File: config.mk
export PLATFORM = sky130hd
export DESIGN_NAME = can_bit_destuff_flat
export DESIGN_NICKNAME = d
export VERILOG_FILES = /design/src/rtl/can_pkg.sv /design/src/rtl/can_bit_destuff_if.sv /design/src/rtl/can_bit_destuff.sv /design/src/flat_wrapper.sv
export SDC_FILE = /design/constraint.sdc
export NUM_CORES = 1
export LEC_CHECK = 0
export CELL_PAD_IN_SITES_DETAIL_PLACEMENT = 1
export CELL_PAD_IN_SITES_GLOBAL_PLACEMENT = 2
export CORE_MARGIN = 2
export CORE_UTILIZATION = 29
export DETAILED_ROUTE_END_ITERATION = 8
export GPL_ROUTABILITY_DRIVEN = 0
export GPL_TIMING_DRIVEN = 0
export PLACE_DENSITY = 0.86
export SYNTH_ARGS = -nofsm -noshare
export SYNTH_HDL_FRONTEND = slang
export SYNTH_SLANG_ARGS = --single-unit
File: constraint.sdc
create_clock -name clk_can_i -period 2.3 [get_ports clk_can_i]
set_input_delay 0.46 -clock clk_can_i [delete_from_list [all_inputs] [get_ports clk_can_i]]
set_output_delay 0.46 -clock clk_can_i [all_outputs]
set_load 0.1 [all_outputs]
File: src/rtl/can_pkg.sv
// Shared CAN receive-path definitions: destuffer state encoding and
// protocol constants used by the bit destuffer and its neighbours.
package can_pkg;

  typedef enum logic [1:0] {
    IDLE,
    COUNT,
    EXPECT_STUFF,
    ERROR
  } destuff_state_t;

  localparam int          CAN_STUFF_LEN  = 5;
  localparam logic [14:0] CAN_CRC15_POLY = 15'h4599;
  localparam logic        CAN_RECESSIVE  = 1'b1;

endpackage

File: src/rtl/can_bit_destuff_if.sv
// Bit stream link between the bit-timing sampler (master) and the
// destuffer (slave); the destuffed outputs flow back towards the CRC stage.
interface can_bit_destuff_if;

  logic       sample_i;
  logic       rx_bit_i;
  logic       frame_start_i;
  logic       stuff_en_i;
  logic       bit_o;
  logic       bit_valid_o;
  logic       stuff_bit_o;
  logic       stuff_err_o;
  logic [7:0] stuff_cnt_o;

  modport master (
    output sample_i, rx_bit_i, frame_start_i, stuff_en_i,
    input  bit_o, bit_valid_o, stuff_bit_o, stuff_err_o, stuff_cnt_o
  );

  modport slave (
    input  sample_i, rx_bit_i, frame_start_i, stuff_en_i,
    output bit_o, bit_valid_o, stuff_bit_o, stuff_err_o, stuff_cnt_o
  );

endinterface

File: src/rtl/can_bit_destuff.sv
// CAN receive bit destuffer: removes stuff bits inside the stuffing window,
// flags stuff errors (STUFF_LEN+1 equal bits) and forwards payload bits to
// the CRC stage. All outputs are registered, one clock after sample_i.
// Optional per-frame stuff-bit counter enabled by CAN_DESTUFF_STATS_EN.
module can_bit_destuff
  import can_pkg::*;
#(
  parameter int STUFF_LEN = CAN_STUFF_LEN,
  parameter int CNT_W     = 4
) (
  input  logic              clk_can_i,
  input  logic              rst_i,
  can_bit_destuff_if.slave  bus
);

  localparam logic [CNT_W-1:0] RUN_MAX = CNT_W'(STUFF_LEN);
  localparam logic [CNT_W-1:0] RUN_ONE = CNT_W'(1);

  destuff_state_t   state_reg;
  logic [CNT_W-1:0] run_cnt_reg;
  logic             last_bit_reg;
  logic             bit_reg;
  logic             bit_valid_reg;
  logic             stuff_bit_reg;
  logic             stuff_err_reg;

  // State as seen by the sample: a coincident frame_start clears first
  destuff_state_t   state_cur;
  logic [CNT_W-1:0] run_cur;
  logic             last_cur;
  logic             err_cur;
  logic             same_bit;
  logic [CNT_W-1:0] run_inc;
  logic             stuff_hit;

  // Apply the frame-start clear ahead of sample processing
  always_comb begin
    state_cur = state_reg;
    run_cur   = run_cnt_reg;
    last_cur  = last_bit_reg;
    err_cur   = stuff_err_reg;
    if (bus.frame_start_i) begin
      state_cur = bus.stuff_en_i ? COUNT : IDLE;
      run_cur   = '0;
      last_cur  = CAN_RECESSIVE;
      err_cur   = 1'b0;
    end
  end

  assign same_bit  = (bus.rx_bit_i == last_cur);
  assign run_inc   = same_bit ? (run_cur + RUN_ONE) : RUN_ONE;
  assign stuff_hit = bus.sample_i && bus.stuff_en_i &&
                     (state_cur == EXPECT_STUFF) && !same_bit;

  // Destuff FSM with registered outputs; only sample strobes advance it
  always_ff @(posedge clk_can_i or posedge rst_i) begin
    if (rst_i) begin
      state_reg     <= IDLE;
      run_cnt_reg   <= '0;
      last_bit_reg  <= CAN_RECESSIVE;
      bit_reg       <= 1'b0;
      bit_valid_reg <= 1'b0;
      stuff_bit_reg <= 1'b0;
      stuff_err_reg <= 1'b0;
    end else begin
      bit_valid_reg <= 1'b0;
      stuff_bit_reg <= 1'b0;
      state_reg     <= state_cur;
      run_cnt_reg   <= run_cur;
      last_bit_reg  <= last_cur;
      stuff_err_reg <= err_cur;
      if (bus.sample_i) begin
        if (state_cur != ERROR && !bus.stuff_en_i) begin
          // Outside the window: forward as-is and drop any pending expectation
          bit_reg       <= bus.rx_bit_i;
          bit_valid_reg <= 1'b1;
          state_reg     <= IDLE;
          run_cnt_reg   <= '0;
          last_bit_reg  <= bus.rx_bit_i;
        end else begin
          case (state_cur)
            IDLE: begin
              bit_reg       <= bus.rx_bit_i;
              bit_valid_reg <= 1'b1;
              state_reg     <= COUNT;
              run_cnt_reg   <= RUN_ONE;
              last_bit_reg  <= bus.rx_bit_i;
            end
            COUNT: begin
              bit_reg       <= bus.rx_bit_i;
              bit_valid_reg <= 1'b1;
              run_cnt_reg   <= run_inc;
              last_bit_reg  <= bus.rx_bit_i;
              if (run_inc == RUN_MAX) begin
                state_reg <= EXPECT_STUFF;
              end
            end
            EXPECT_STUFF: begin
              if (!same_bit) begin
                // Stuff bit is discarded but starts the next run
                stuff_bit_reg <= 1'b1;
                run_cnt_reg   <= RUN_ONE;
                last_bit_reg  <= bus.rx_bit_i;
                state_reg     <= COUNT;
              end else begin
                stuff_err_reg <= 1'b1;
                state_reg     <= ERROR;
              end
            end
            default: begin
            end
          endcase
        end
      end
    end
  end

  assign bus.bit_o       = bit_reg;
  assign bus.bit_valid_o = bit_valid_reg;
  assign bus.stuff_bit_o = stuff_bit_reg;
  assign bus.stuff_err_o = stuff_err_reg;

`ifdef CAN_DESTUFF_STATS_EN
  logic [7:0] stuff_cnt_reg;

  // Saturating count of stuff bits removed in the current frame
  always_ff @(posedge clk_can_i or posedge rst_i) begin
    if (rst_i) begin
      stuff_cnt_reg <= 8'd0;
    end else if (bus.frame_start_i) begin
      stuff_cnt_reg <= 8'd0;
    end else if (stuff_hit && stuff_cnt_reg != 8'hFF) begin
      stuff_cnt_reg <= stuff_cnt_reg + 8'd1;
    end
  end

  assign bus.stuff_cnt_o = stuff_cnt_reg;
`else
  logic unused_stuff_hit;
  assign unused_stuff_hit = stuff_hit;
  assign bus.stuff_cnt_o  = 8'd0;
`endif

endmodule

File: src/flat_wrapper.sv
// flat-port wrapper written by rule: the top's interface ports become plain ports
module can_bit_destuff_flat import can_pkg::*;
#(
  parameter int STUFF_LEN = CAN_STUFF_LEN,
  parameter int CNT_W     = 4
)
  (clk_can_i, rst_i, bus_sample_i, bus_rx_bit_i, bus_frame_start_i, bus_stuff_en_i, bus_bit_o, bus_bit_valid_o, bus_stuff_bit_o, bus_stuff_err_o, bus_stuff_cnt_o);
  can_bit_destuff_if bus_i ();
  input  logic clk_can_i;
  input  logic rst_i;
  input wire logic [$bits(bus_i.sample_i)-1:0] bus_sample_i;
  input wire logic [$bits(bus_i.rx_bit_i)-1:0] bus_rx_bit_i;
  input wire logic [$bits(bus_i.frame_start_i)-1:0] bus_frame_start_i;
  input wire logic [$bits(bus_i.stuff_en_i)-1:0] bus_stuff_en_i;
  output wire logic [$bits(bus_i.bit_o)-1:0] bus_bit_o;
  output wire logic [$bits(bus_i.bit_valid_o)-1:0] bus_bit_valid_o;
  output wire logic [$bits(bus_i.stuff_bit_o)-1:0] bus_stuff_bit_o;
  output wire logic [$bits(bus_i.stuff_err_o)-1:0] bus_stuff_err_o;
  output wire logic [$bits(bus_i.stuff_cnt_o)-1:0] bus_stuff_cnt_o;
  assign bus_i.sample_i = bus_sample_i;
  assign bus_i.rx_bit_i = bus_rx_bit_i;
  assign bus_i.frame_start_i = bus_frame_start_i;
  assign bus_i.stuff_en_i = bus_stuff_en_i;
  assign bus_bit_o = bus_i.bit_o;
  assign bus_bit_valid_o = bus_i.bit_valid_o;
  assign bus_stuff_bit_o = bus_i.stuff_bit_o;
  assign bus_stuff_err_o = bus_i.stuff_err_o;
  assign bus_stuff_cnt_o = bus_i.stuff_cnt_o;
  can_bit_destuff #(.STUFF_LEN(STUFF_LEN), .CNT_W(CNT_W)) u_core (.clk_can_i(clk_can_i), .rst_i(rst_i), .bus(bus_i));
endmodule
Word-level counts from Yosys, hierarchy flattened
Cells that the tools add are included.
{"block": "op_classes", "n_eq_ne": 5, "n_reduce_logical": 6, "muxes": 32, "add_sub_neg": 1}
{"operator": "$mux 4", "count": 5}
{"operator": "$mux 1", "count": 19}
{"operator": "$pmux 4 s3", "count": 1}
{"operator": "$mux 2", "count": 5}
{"operator": "$pmux 2 s3", "count": 1}
{"operator": "$add 4x1->4 const B", "count": 1}
{"operator": "$eq 4x3->1 const B", "count": 1}
{"operator": "$eq 2x1->1 const B", "count": 1}
{"operator": "$eq 2x2->1 const B", "count": 1}
{"operator": "$logic_not 2->1", "count": 1}
{"operator": "$ne 2x2->1 const B", "count": 1}
{"operator": "$pmux 1 s2", "count": 1}
{"operator": "$reduce_and 2->1", "count": 1}
{"operator": "$reduce_bool 2->1", "count": 1}
{"operator": "$reduce_or 2->1", "count": 1}
{"operator": "$eq 1x1->1", "count": 1}
{"operator": "$logic_and 1x1->1", "count": 1}
{"operator": "$logic_not 1->1", "count": 1}
{"block": "word_totals", "out_inout_bits": 12, "ff_bits": 11, "in_bits": 6}

Longest topological paths before layout
{"block": "logic_depth", "ltp_word": 8, "depth_mapped": 7}

Worst setup path before layout
Ideal clock, no wire load.
{"block": "synth_path", "path_type": "input to register", "from": "input port bus_frame_start_i", "to": "register u_core.state_reg[1]", "path_slack_ps": 470, "required_time_ps": 2236, "path_buffers": 1, "path_stages": 7, "t_arrival_ps": 1765, "cell_sequence": "buf_4 -> nor2b_1 -> ha_1 -> a21boi_0 -> a2111oi_4 -> nor4_1 -> or2_1"}
{"block": "synth_between", "elab_chain_cells": 8}
{"item": "from (decl)", "line_no": "flat_wrapper.sv:13", "rtl": "input wire logic [$bits(bus_i.frame_start_i)-1:0] bus_frame_start_i;"}
{"item": "$mux 4 / $mux 1 (equally long branches)", "line_no": "can_bit_destuff.sv:42", "rtl": "if (bus.frame_start_i) begin"}
{"item": "$add 4x1->4 / $eq 1x1->1 (equally long branches)", "line_no": "can_bit_destuff.sv:51, can_bit_destuff.sv:50"}
{"item": "$mux 4", "line_no": "can_bit_destuff.sv:51", "rtl": "assign run_inc = same_bit ? (run_cur + RUN_ONE) : RUN_ONE;"}
{"item": "$eq 4x3->1", "line_no": "can_bit_destuff.sv:94", "rtl": "if (run_inc == RUN_MAX) begin"}
{"item": "$mux 2", "line_no": "can_bit_destuff.sv:94"}
{"item": "$pmux 2 s3", "line_no": "can_bit_destuff.sv:81", "rtl": "case (state_cur)"}
{"item": "$mux 2", "line_no": "can_bit_destuff.sv:73", "rtl": "if (state_cur != ERROR && !bus.stuff_en_i) begin"}
{"item": "$mux 2 (*)", "line_no": "can_bit_destuff.sv:72", "rtl": "if (bus.sample_i) begin"}
{"item": "to (signal assigned)", "line_no": "can_bit_destuff.sv:68", "rtl": "state_reg <= state_cur;"}
{"item": "to (decl)", "line_no": "can_bit_destuff.sv:19", "rtl": "destuff_state_t state_reg;"}
Mark *: on every way between the ends. The rest lies on a longest branch, timed or not.
A chain may end at the register's enable or synchronous reset.

Final worst setup path
{"block": "layout_path", "from": "register u_core.bit_reg, in the netlist u_core.bus.bit_o", "to": "output port bus_bit_o"}
{"item": "from (decl)", "line_no": "can_bit_destuff.sv:22", "rtl": "logic bit_reg;"}
{"item": "from (signal assigned)", "line_no": "can_bit_destuff.sv:75", "rtl": "bit_reg <= bus.rx_bit_i;"}
{"item": "from (signal assigned)", "line_no": "can_bit_destuff.sv:83", "rtl": "bit_reg <= bus.rx_bit_i;"}
{"item": "from (signal assigned)", "line_no": "can_bit_destuff.sv:90", "rtl": "bit_reg <= bus.rx_bit_i;"}
{"item": "to (decl)", "line_no": "flat_wrapper.sv:15", "rtl": "output wire logic [$bits(bus_i.bit_o)-1:0] bus_bit_o;"}
No word-level cell between the ends.

==> impl_metrics.json <==
{
  "outcome": "finished, final reports clean",
  "dr.pass1.iters": 2,
  "tritoncts": "yes",
  "timing.fmax_mhz": 449,
  "cpLargestDelayFamily": "buffers and inverters",
  "number_of_flip_flops_under_the_largest_register_name": 4,
  "unrepaired_setup_endpoints_after_global_routing": "no",
  "post_cts_hold_fix_bufs": 0,
  "vias_in_the_first_global_route": 718,
  "clk-insertion-delay-late_ns": 0.27,
  "power.ir.vdd_worst_uv": 211,
  "endpoint_kind_of_the_worst_setup_timing_path": "output pin",
  "timing.hold.worst.class": "input port to asynchronous set/reset pin",
  "detailedPlacementHpwl_mm": 1.48,
  "finish.net_count": 113,
  "start_kind": "register",
  "finalCoreUtilization": 0.377,
  "critical-path-slowest-cell": "clkdlybuf4s50_1",
  "cts_inserted_buffers": 3,
  "synth_mux_area_frac": 0.0286,
  "synth_fa_ha_area_frac": 0.0159,
  "reg2reg_depth": 6,
  "multi_input_comb_area_um2": 448,
  "finalSetupViolCount": 0,
  "clkTransAtPathRegs_ns": 0.08,
  "synth_top_flop_cell": "dfrtp_1",
  "critical_path.n_buffers_inverters": 1,
  "floorplan.die.width_um": 56.1,
  "antenna_found_initial": 0,
  "final_clock_period_utilization_by_the_worst_path": 0.968,
  "grt_first_pass_wirelength_mm": 3.37,
  "synthesis.yosys.warnings": 0,
  "ios": 18,
  "core_area_um2": 2520,
  "average_cell_area_after_synthesis_um2": 9.05,
  "pwr_density_cell_nw_per_um2": 546,
  "timing.max_slew.rel_slack": 0.355,
  "synth-async-reset-ratio": 1.00,
  "critPathRequiredTime_ns": 1.84,
  "final_layout_fill_cell_count": 314,
  "synth.ff_latch_count": 11,
  "synth_cell_types": 38,
  "row_count": 18,
  "number_of_synthesized_flops_with_an_enable_pin": 0,
  "port-buffer-count": 7,
  "final_wl_mm": 1.90,
  "routed_wire_length_per_instance_um": 14.1,
  "synth_simple_gate_area_frac": 0.237,
  "parity_gate_share_of_the_synthesized_area_counting_xor_and_xnor_cells": 0.0223,
  "timing.critical_path.arrival_ns": 1.77,
  "syn_to_final_growth_pct": 20.8,
  "critPathKind": "register to output pin",
  "sequential_cell_area_um2": 277,
  "final_antenna_net_count": 0,
  "h_tree_level_count": 1,
  "synthCells": 87,
  "cts.sinks": 11,
  "finalHoldViolations": 0,
  "crit_cells": 1,
  "syn-cell-area_um2": 787,
  "synth_sequential_area_ratio": 0.351,
  "synth_top_family_by_area": "simple AND/OR/NAND/NOR gates",
  "die_height_um": 56.1,
  "layout-drive-gt1-share": 0.190,
  "ctsRootBufferMaster": "clkbuf_4",
  "skew_ns": 0.00111,
  "p_leak_nw": 0.413,
  "compound_gate_fraction_of_synth_area": 0.221,
  "worstPathMaxFanout": 2,
  "grt_max_degree": 12,
  "initialDrtViolationCount": 9,
  "cts-root-to-sink-buffers": 2,
  "gr-total-overflow": 0,
  "grt_util_all_layers": 0.137,
  "cp_cell_sequence": "clkdlybuf4s50_1",
  "routed_via_density": 5.10,
  "max-cap-violations": 0,
  "worst_path_largest_cell_delay_ns": 1.13,
  "effective_utilization_at_floorplan": 0.312,
  "finalWorstPathRequiredPeriod_ns": 2.23,
  "remaining_drc_errors": 0,
  "timing.hold.ws_ns": 0.496,
  "design.die.area_um2": 3150,
  "routed-via-count": 688,
  "mostFrequentLayoutCells": "buf_4, dfrtp_1, conb_1",
  "worst_pin_slew_ns": 0.964,
  "antenna_cells_inserted": 0,
  "timing.final.max_slew_violations": 0
}
final timing paths:
check / startpoint / endpoint / slack, ns
max: u_core.bus.bit_o / bus_bit_o / 0.07
min: rst_i / u_core.run_cnt_reg[2] / 0.50
max reg2reg: u_core.run_cnt_reg[0] / u_core.state_reg[0] / 0.55
min reg2reg: u_core.bus.stuff_err_o / u_core.bus.stuff_err_o / 0.51
max in group asynchronous: rst_i / u_core.last_bit_reg / 1.46
min in group clk_can_i: u_core.bus.stuff_err_o / u_core.bus.stuff_err_o / 0.51
timing repair:
item	CTS	global route
endpoints found under the setup margin	2	0
setup buffers	0	0
resized for setup	3	0
through the flow:
| stage | cell area (um^2) | setup TNS [ns] | total power, mW | instances | setup slack (ns) |
|---|---|---|---|---|---|
| 3_3_place_gp | 921 | -0.730 | 0.381 | 131 | -0.320 |
| 5_1_grt | 951 | 0 | 0.549 | 135 | 0.0193 |
| 2_1_floorplan | 813 | 0 | 0.353 | 94 | 0.470 |
| 6_report | 951 | 0 | 0.519 | 135 | 0.0735 |
| 4_1_cts | 951 | 0 | 0.525 | 135 | 0.0582 |
| 3_5_place_dp | 921 | -0.791 | 0.384 | 131 | -0.339 |
per-layer routing:
layer,track usage,vias up,share of wire
li1,-,326,-
met1,0.157,343,0.44
met2,0.237,15,0.51
met3,0.0302,4,0.035
met4,0.0714,0,0.020
met5,0,-,0
cell usage after synthesis, types with 2 or more instances:
cell type | instances | area [um^2]
nor2b_1 | 6 | 37.5
nand2_1 | 6 | 22.5
nor2_1 | 5 | 18.8
a41oi_1 | 2 | 17.5
o21a_1 | 2 | 15.0
inv_1 | 2 | 7.51
o21ai_0 | 2 | 10.0
nand2b_1 | 3 | 18.8
dfrtp_1 | 10 | 250
nand3_1 | 2 | 10.0
a21oi_1 | 4 | 20.0
buf_4 | 10 | 75.1
clkbuf_1 | 3 | 11.3
nor3_1 | 5 | 25.0
a21o_1 | 2 | 15.0
power by group:
| group | switching [mW] | internal, mW |
|---|---|---|
| Clock | 0.0709 | 0.0672 |
| Sequential | 0.00689 | 0.202 |
| Combinational | 0.128 | 0.0447 |
| Total | 0.205 | 0.314 |
logic make-up after synthesis:
kind of cell	count (synthesis)
simple gates	34
compound gates	21
buf+inv	15
flops	11
xor+xnor	2
mux	2
fa+ha+maj	1
other cells	1
area by class of cell:
cell class,instances,share of cell area
plain buffers,13,0.0908
clock buffers,4,0.0276
inverters,2,0.00789
multi-input cells,68,0.471
flip-flops and latches,11,0.291
well taps,30,0.0395
repair buffers,7,0.0724
No activity file was read; power rests on OpenSTA's default activity.
